`config.mk`:
```
export PLATFORM = sky130hd
export DESIGN_NAME = timer_btn_ctrl
export DESIGN_NICKNAME = d
export VERILOG_FILES = /design/src/rtl/timer_btn_ctrl.sv
export SDC_FILE = /design/constraint.sdc
export NUM_CORES = 1
export LEC_CHECK = 0
export BUFFER_PORTS_ARGS = -buffer_cell sky130_fd_sc_hd__buf_2
export CORE_AREA = 2 2 81 83
export DETAILED_ROUTE_END_ITERATION = 7
export DIE_AREA = 0 0 83 85
export PLACE_DENSITY = 0.57
export SYNTH_ARGS = -nofsm -noshare
export SYNTH_HDL_FRONTEND = slang
export SYNTH_SLANG_ARGS = --single-unit
export TNS_END_PERCENT = 1
```
`constraint.sdc`:
```
create_clock -name clk -period 3.15 [get_ports clk]
set_clock_uncertainty 0.2 [all_clocks]
set_input_delay 0.4725 -clock clk [delete_from_list [all_inputs] [get_ports clk]]
set_output_delay 0.4725 -clock clk [all_outputs]
set_load 0.005 [all_outputs]
```
`src/rtl/timer_btn_ctrl.sv`:
```
// Front-panel button controller for the timer/counter: edge detection, long-press
// and auto-repeat timing in tick units, and the IDLE/RUN/PAUSE/SET_MIN/SET_SEC mode FSM.
module timer_btn_ctrl #(
  parameter int LONG_TICKS   = 8,
  parameter int REPEAT_TICKS = 3,
  parameter int HOLD_W       = 8
) (
  input  logic       clk,
  input  logic       rst,
  input  logic       tick,
  input  logic       btn_start,
  input  logic       btn_mode,
  input  logic       btn_inc,
  output logic       run,
  output logic       clr,
  output logic       inc_min,
  output logic       inc_sec,
  output logic [2:0] state
);

  typedef enum logic [2:0] {
    IDLE    = 3'd0,
    RUN     = 3'd1,
    PAUSE   = 3'd2,
    SET_MIN = 3'd3,
    SET_SEC = 3'd4
  } state_t;

  localparam logic [HOLD_W-1:0] LONG_MAX = HOLD_W'(LONG_TICKS);
  localparam logic [HOLD_W-1:0] LONG_M1  = HOLD_W'(LONG_TICKS - 1);
  localparam logic [HOLD_W-1:0] REP_M1   = HOLD_W'(REPEAT_TICKS - 1);

  state_t            st;
  logic              start_q, mode_q, inc_q;
  logic              armed;
  logic [HOLD_W-1:0] hold_cnt;
  logic [HOLD_W-1:0] rep_cnt;
  logic              start_rise, mode_rise, inc_rise;

  assign start_rise = btn_start & ~start_q;
  assign mode_rise  = btn_mode  & ~mode_q;
  assign inc_rise   = btn_inc   & ~inc_q;
  assign state      = st;

  // armed marks a press that began in the current state; a button carried
  // over from a previous state (or from reset) never owns the hold counter.
  always_ff @(posedge clk or negedge rst) begin
    if (!rst) begin
      st       <= IDLE;
      run      <= 1'b0;
      clr      <= 1'b0;
      inc_min  <= 1'b0;
      inc_sec  <= 1'b0;
      start_q  <= 1'b1;
      mode_q   <= 1'b1;
      inc_q    <= 1'b1;
      armed    <= 1'b0;
      hold_cnt <= '0;
      rep_cnt  <= '0;
    end else begin
      start_q <= btn_start;
      mode_q  <= btn_mode;
      inc_q   <= btn_inc;
      clr     <= 1'b0;
      inc_min <= 1'b0;
      inc_sec <= 1'b0;
      case (st)
        IDLE: begin
          armed    <= 1'b0;
          hold_cnt <= '0;
          rep_cnt  <= '0;
          if (start_rise) begin
            st  <= RUN;
            run <= 1'b1;
          end else if (mode_rise) begin
            st <= SET_MIN;
          end
        end
        RUN: begin
          armed    <= 1'b0;
          hold_cnt <= '0;
          rep_cnt  <= '0;
          if (start_rise) begin
            st  <= PAUSE;
            run <= 1'b0;
          end
        end
        PAUSE: begin
          if (start_rise) begin
            armed    <= 1'b1;
            hold_cnt <= '0;
          end else if (armed) begin
            if (!btn_start) begin
              st       <= RUN;
              run      <= 1'b1;
              armed    <= 1'b0;
              hold_cnt <= '0;
            end else if (tick) begin
              if (hold_cnt == LONG_M1) begin
                st       <= IDLE;
                clr      <= 1'b1;
                armed    <= 1'b0;
                hold_cnt <= '0;
              end else begin
                hold_cnt <= hold_cnt + 1'b1;
              end
            end
          end
        end
        SET_MIN, SET_SEC: begin
          if (mode_rise) begin
            armed    <= 1'b0;
            hold_cnt <= '0;
            rep_cnt  <= '0;
            if (st == SET_MIN) begin
              st <= SET_SEC;
            end else begin
              st  <= IDLE;
              clr <= 1'b1;
            end
          end else if (inc_rise) begin
            armed    <= 1'b1;
            hold_cnt <= '0;
            rep_cnt  <= '0;
            inc_min  <= (st == SET_MIN);
            inc_sec  <= (st == SET_SEC);
          end else if (armed) begin
            if (!btn_inc) begin
              armed    <= 1'b0;
              hold_cnt <= '0;
              rep_cnt  <= '0;
            end else if (tick) begin
              if (hold_cnt != LONG_MAX) begin
                hold_cnt <= hold_cnt + 1'b1;
                if (hold_cnt == LONG_M1) begin
                  inc_min <= (st == SET_MIN);
                  inc_sec <= (st == SET_SEC);
                end
              end else if (rep_cnt == REP_M1) begin
                rep_cnt <= '0;
                inc_min <= (st == SET_MIN);
                inc_sec <= (st == SET_SEC);
              end else begin
                rep_cnt <= rep_cnt + 1'b1;
              end
            end
          end
        end
        default: begin
          st  <= IDLE;
          run <= 1'b0;
        end
      endcase
    end
  end

endmodule

```
* Word level (Yosys, flattened, before mapping) *
Index checks and enable logic that the tools add are counted.

word-level totals
  register bits = 27
  latch bits = 0
  RAM bits = 0
  bits in read-only memories = 0
  output and inout bits = 7
  logic and storage cells = 124
  memories kept = 0

operators by class
  $add $sub $neg = 2
  $mul = 0
  divide/modulo/power cells = 0
  $lt $le $gt $ge = 0
  equal/unequal tests = 22
  shifts and indexed selects = 0
  multiplexer cells = 73
  bitwise logic cells = 7
  reduce and logical (&&, ||, !) cells = 9

operator list
  cell                                            number
  two-way mux 8 bit                               18
  two-way mux 1 bit                               39
  two-way mux 3 bit                               10
  case mux 8 bit (3 select lines)                 1
  adder 8 x 1 -> 8 bit (second input constant)    2
  case mux 8 bit (2 select lines)                 1
  != test 5 bit (second input constant)           3
  != test 2 bit (second input constant)           6
  != test 3 bit (second input constant)           4
  case mux 3 bit (4 select lines)                 1
  AND reduction 6 bit                             2
  == test 8 x 2 -> 1 bit (second input constant)  1
  == test 8 x 3 -> 1 bit (second input constant)  1
  != test 4 bit (second input constant)           2
  != test 8 x 4 -> 1 bit (second input constant)  1
  AND reduction 7 bit                             1
  == test 3 x 2 -> 1 bit (second input constant)  2
  inverter 1 bit                                  4
  case mux 1 bit (4 select lines)                 1
  AND reduction 4 bit                             1
  OR reduction 2 bit                              2
  bitwise AND 1 bit                               3
  == test 3 x 1 -> 1 bit (second input constant)  1
  == test 3 bit (second input constant)           1
  other kinds (5)                                 5

* Depth between registers and ports, before layout *
  depth in word-level cells = 9
  mapped depth = 8
  depth with buffers taken out = 7

* Worst setup path after synthesis *
Ideal clock, no wire load.

  path kind = reg2reg
  start = reg st[0], in the netlist state[0]
  end = reg hold_cnt[0]
  library setup time = 0.125 ns
  arrival time = 2.166 ns
  slack = 0.660 ns
  cell stages (with the launch flop) = 8
  path buffers = 2
  period minus slack after synthesis = 2.490 ns
  path through = dfrtp_1 clkbuf_2 or3b_4 a211o_1 nor4_4 or3_1 buf_2 mux2_2

between the ends
  longest elaborated chain between the ends = 4

RTL lines
  what                                             RTL line  text
  start: declaration                               33        state_t st;
  start signal: assignment                         49        st <= IDLE;
  start signal: assignment                         73        st <= RUN;
  start signal: assignment                         76        st <= SET_MIN;
  == test 3 x 2 -> 1 bit (tied with other cells)   67        case (st)
  OR reduction 2 bit, on equally long branches     --
  != test 5 bit (no line) (tied with other cells)  --
  AND reduction 6 bit (no line)                    --
  end signal: assignment                           105       hold_cnt <= hold_cnt + 1'b1;
  end signal: assignment                           134       hold_cnt <= hold_cnt + 1'b1;
  end: declaration                                 36        logic [HOLD_W-1:0] hold_cnt;

Parallel ways exist; a longest one is shown, timed or not.
A chain may end at the register's enable or synchronous reset.

* Worst setup path after layout *
  start = reg st[2], in the netlist state[2]
  end = reg rep_cnt[4]

between the ends
  longest elaborated chain between the ends = 4

RTL lines
  what                                             RTL line  text
  == test 3 x 2 -> 1 bit (tied with other cells)   67
  OR reduction 2 bit, on equally long branches     --
  != test 5 bit (no line) (tied with other cells)  --
  AND reduction 4 bit (no line)                    --
  end signal: assignment                           144       rep_cnt <= rep_cnt + 1'b1;
  end: declaration                                 37        logic [HOLD_W-1:0] rep_cnt;

Parallel ways exist; a longest one is shown, timed or not.

==> metrics.md <==
| Metric | Value |
|---|---|
| Pre-CTS setup slack | `approximately 480 ps` |
| Max-Cap Viols | `0` |
| RSZ-0062 raised after global routing | `no` |
| Final Hold Fails | `4` |
| Worst Setup Slack, final | `454 ps` |
| Inserted Clock Buffers | `3` |
| Layout cells sized above 1 | `20.0%` |
| Count of state elements after synthesis | `27` |
| GRT overflow | `0` |
| Pins over their slew limit | `0` |
| CP Data Required Time | `3150 ps` |
| Pre-Repair DR Iteration Count | `4` |
| Netlist Area Pre-Place | `between 1500 and 2000 um^2` |
| Initial antenna violation count | `0` |
| Max H-tree Level | `1` |
| Status | `complete, but fails checks` |
| Pwr Density | `567 nW/um^2` |
| Vias per inst | `around 5.5` |
| Setup Crit Path Kind | `register to register` |
| Top layer reached by signal wires | `met4` |
| Min Tclk post-route | `2700 ps` |
| Post-route cell area | `about 2000 um^2` |
| Mapped Cells | `183` |
| GRT Overall Usage | `11.5%` |
| Clk sinks | `27` |
| Hold WC Path Type | `input port to asynchronous set/reset pin` |
| Core area | `6200 um^2` |
| Post-CTS sizing | `0` |
| I/O pin cnt | `13` |
| CP Launch Type | `register` |
| Worst slew pin tran | `603 ps` |
| Failing checks | `hold timing` |
| Routed vias | `1507` |
| Area delta synth->final | `10.2%` |
| Commonest non-fill, non-tap cell in the layout | `dfrtp_1` |
| PortBufs | `12` |
| CP arrival | `2700 ps` |
| Syn Nets | `roughly 190` |
| Most frequent cells in the layout | `dfrtp_1 (24), nand2_1 (12), buf_2 (12), inv_1 (11), o41ai_1 (10)` |
| Core Util, Final | `31.9%` |
| Met2 WL | `1.86 mm` |
| Post-Route WL | `between 3 and 4 mm` |
| Critical path fanouts, max | `15` |
| Placed Area | `1930 um^2` |
| Post-CTS Setup Repair Bufs | `0` |
| Worst-path clk slew | `around 90 ps` |
| Clk_lat worst skew | `270 ps` |
| Die X | `83 um` |
| Final setup violation count | `0` |
| Starting density of the core | `29.0%` |
| Max VDD drop | `345 uV` |
| Post-synth EDFFs | `0` |
| Dpl hpwl | `2.87 mm` |
| Net Sw Frac | `a little over two fifths` |
| Logic pwr share | `40.3%` |
| Sequential power share | `between 40% and 50%` |
| Synth Flop Type | `dfrtp_1` |
| Cell row count | `29` |
| NetSw | `475 uW` |
| F_max | `0.371 GHz` |
| Leak Pwr | `0.000787 uW` |
| Residual DRC count | `0` |
| Netlist cell types | `62` |
| Syn Area/Cell | `9.82 um^2` |
| Final GP Congestion | `around 0.79` |
| Worst slew margin | `59.8%` |
| Final ANT Viol Nets | `0` |
| First-pass GRT wire length | `6.78 mm` |
| Post-synth ARST share | `100%` |
| DRT met1 WL | `1.95 mm` |
| Vias in the first global route | `1425` |
| Sequential area share after synthesis | `roughly 38%` |
| Int Power | `648 uW` |
| Root buf cell | `clkbuf_8` |
| DR WL met3 | `about 130 um` |
| Pin count of the biggest net entering global routing | `28` |
| Fin Setup TNS | `0 ps` |
| Die height | `85 um` |
| Net count, final | `206` |
| Cts hold-fix bufs | `0` |
| Die area | `7060 um^2` |
| Clock power frac | `17.8%` |
| ANT cells | `0` |
| Period utilisation layout | `85.6%` |
| CTS tree | `done` |
| DRT iter0 DRCs | `94` |
| Nature of the critical path endpoint | `register` |
| Routed len/inst | `about 15 um` |
| Hold WS | `-0.540 ps` |
| Synth warn | `0` |
| CTS Buffer Depth | `2` |
-- critical path, cell delays in order (launching register included) --
cell and delay (ps):
dfrtp_1 570, or3b_4 450, a211o_1 330, buf_4 210, or2_1 350, or3b_1 390
o21ai_1 110
-- worst paths after layout --
check                           slack (ps)  cells past startpoint     endpoint        start
worst max-delay path                   450                      6   rep_cnt[4]     state[2]
worst min-delay path                  -0.5                      1   rep_cnt[4]          rst
worst max register to register         450                      6   rep_cnt[4]     state[2]
worst min register to register         300                      1  hold_cnt[7]  hold_cnt[7]
max in group asynchronous             2360                      1  hold_cnt[1]          rst
min in group clk                       110                      1       mode_q     btn_mode
-- synthesized netlist by cell type, types with 3 or more instances --
cell	number	area, um^2
dfrtp_1	24	601
nand2_1	12	45.0
inv_1	11	41.3
o41ai_1	10	87.6
a21oi_1	8	40.0
nor2_1	8	30.0
nand2b_1	7	43.8
nand3_1	7	35.0
and3_1	6	37.5
a41oi_1	5	43.8
nor3b_1	5	37.5
ha_1	4	50.1
a211o_1	3	26.3
a31oi_1	3	18.8
and2_1	3	18.8
dfstp_2	3	78.8
nor2b_1	3	18.8
o21ai_0	3	15.0
o21ai_1	3	15.0
o41ai_2	3	48.8
-- per-stage QoR --
| stage | power, uW | cells | hold slack (ps) |
|---|---|---|---|
| 2_1_floorplan | 823 | 183 | -23.1 |
| 3_3_place_gp | 924 | 268 | 302 |
| 3_5_place_dp | 925 | 268 | 294 |
| 4_1_cts | 1130 | 272 | 23.9 |
| 5_1_grt | 1210 | 272 | 51.9 |
| 6_report | 1120 | 272 | -0.540 |
-- cells by family (layout without fill, tap and decap cells) --
kind of cell	after synthesis	after routing	share of synthesized area, %
AO/OA/AOI/OAI	58	58	27.2
AND/OR/NAND/NOR	72	72	25.4
adder cells (fa/ha/maj)	4	4	2.79
flip-flops	27	27	37.8
multiplexers	3	3	1.81
buffers and inverters	19	31	5.01
-- routing by layer --
| layer | vias to the layer above | track usage [%] |
|---|---|---|
| li1 | 740 | - |
| met1 | 729 | 15.4 |
| met2 | 34 | 19.0 |
| met3 | 4 | 2.04 |
| met4 | 0 | 3.13 |
| met5 | - | 0 |
-- layout make-up --
class                      count  area (um^2)
tap                           77         96.3
multi-input combinational    137         1030
timing repair buffer          16         90.1
clock buffer                   4         45.0
fill                         658         4230
sequential                    27          679
inverter                      11         41.3
-- registers in the layout, indices dropped and copies added, names as in the netlist --
signal and cells:
start_q 1, hold_cnt 8, state 3, run 1, inc_q 1, inc_sec 1
clr 1, rep_cnt 8, armed 1, mode_q 1, inc_min 1
-- power by group through the flow --
stage	clock network (uW)	registers, uW	logic [uW]
final	200	469	453
after global routing	223	480	503
after CTS	210	468	453
after detailed placement	0	475	450
after global placement	0	474	449
after floorplan	0	428	395
No activity file was read; power rests on OpenSTA's default activity.
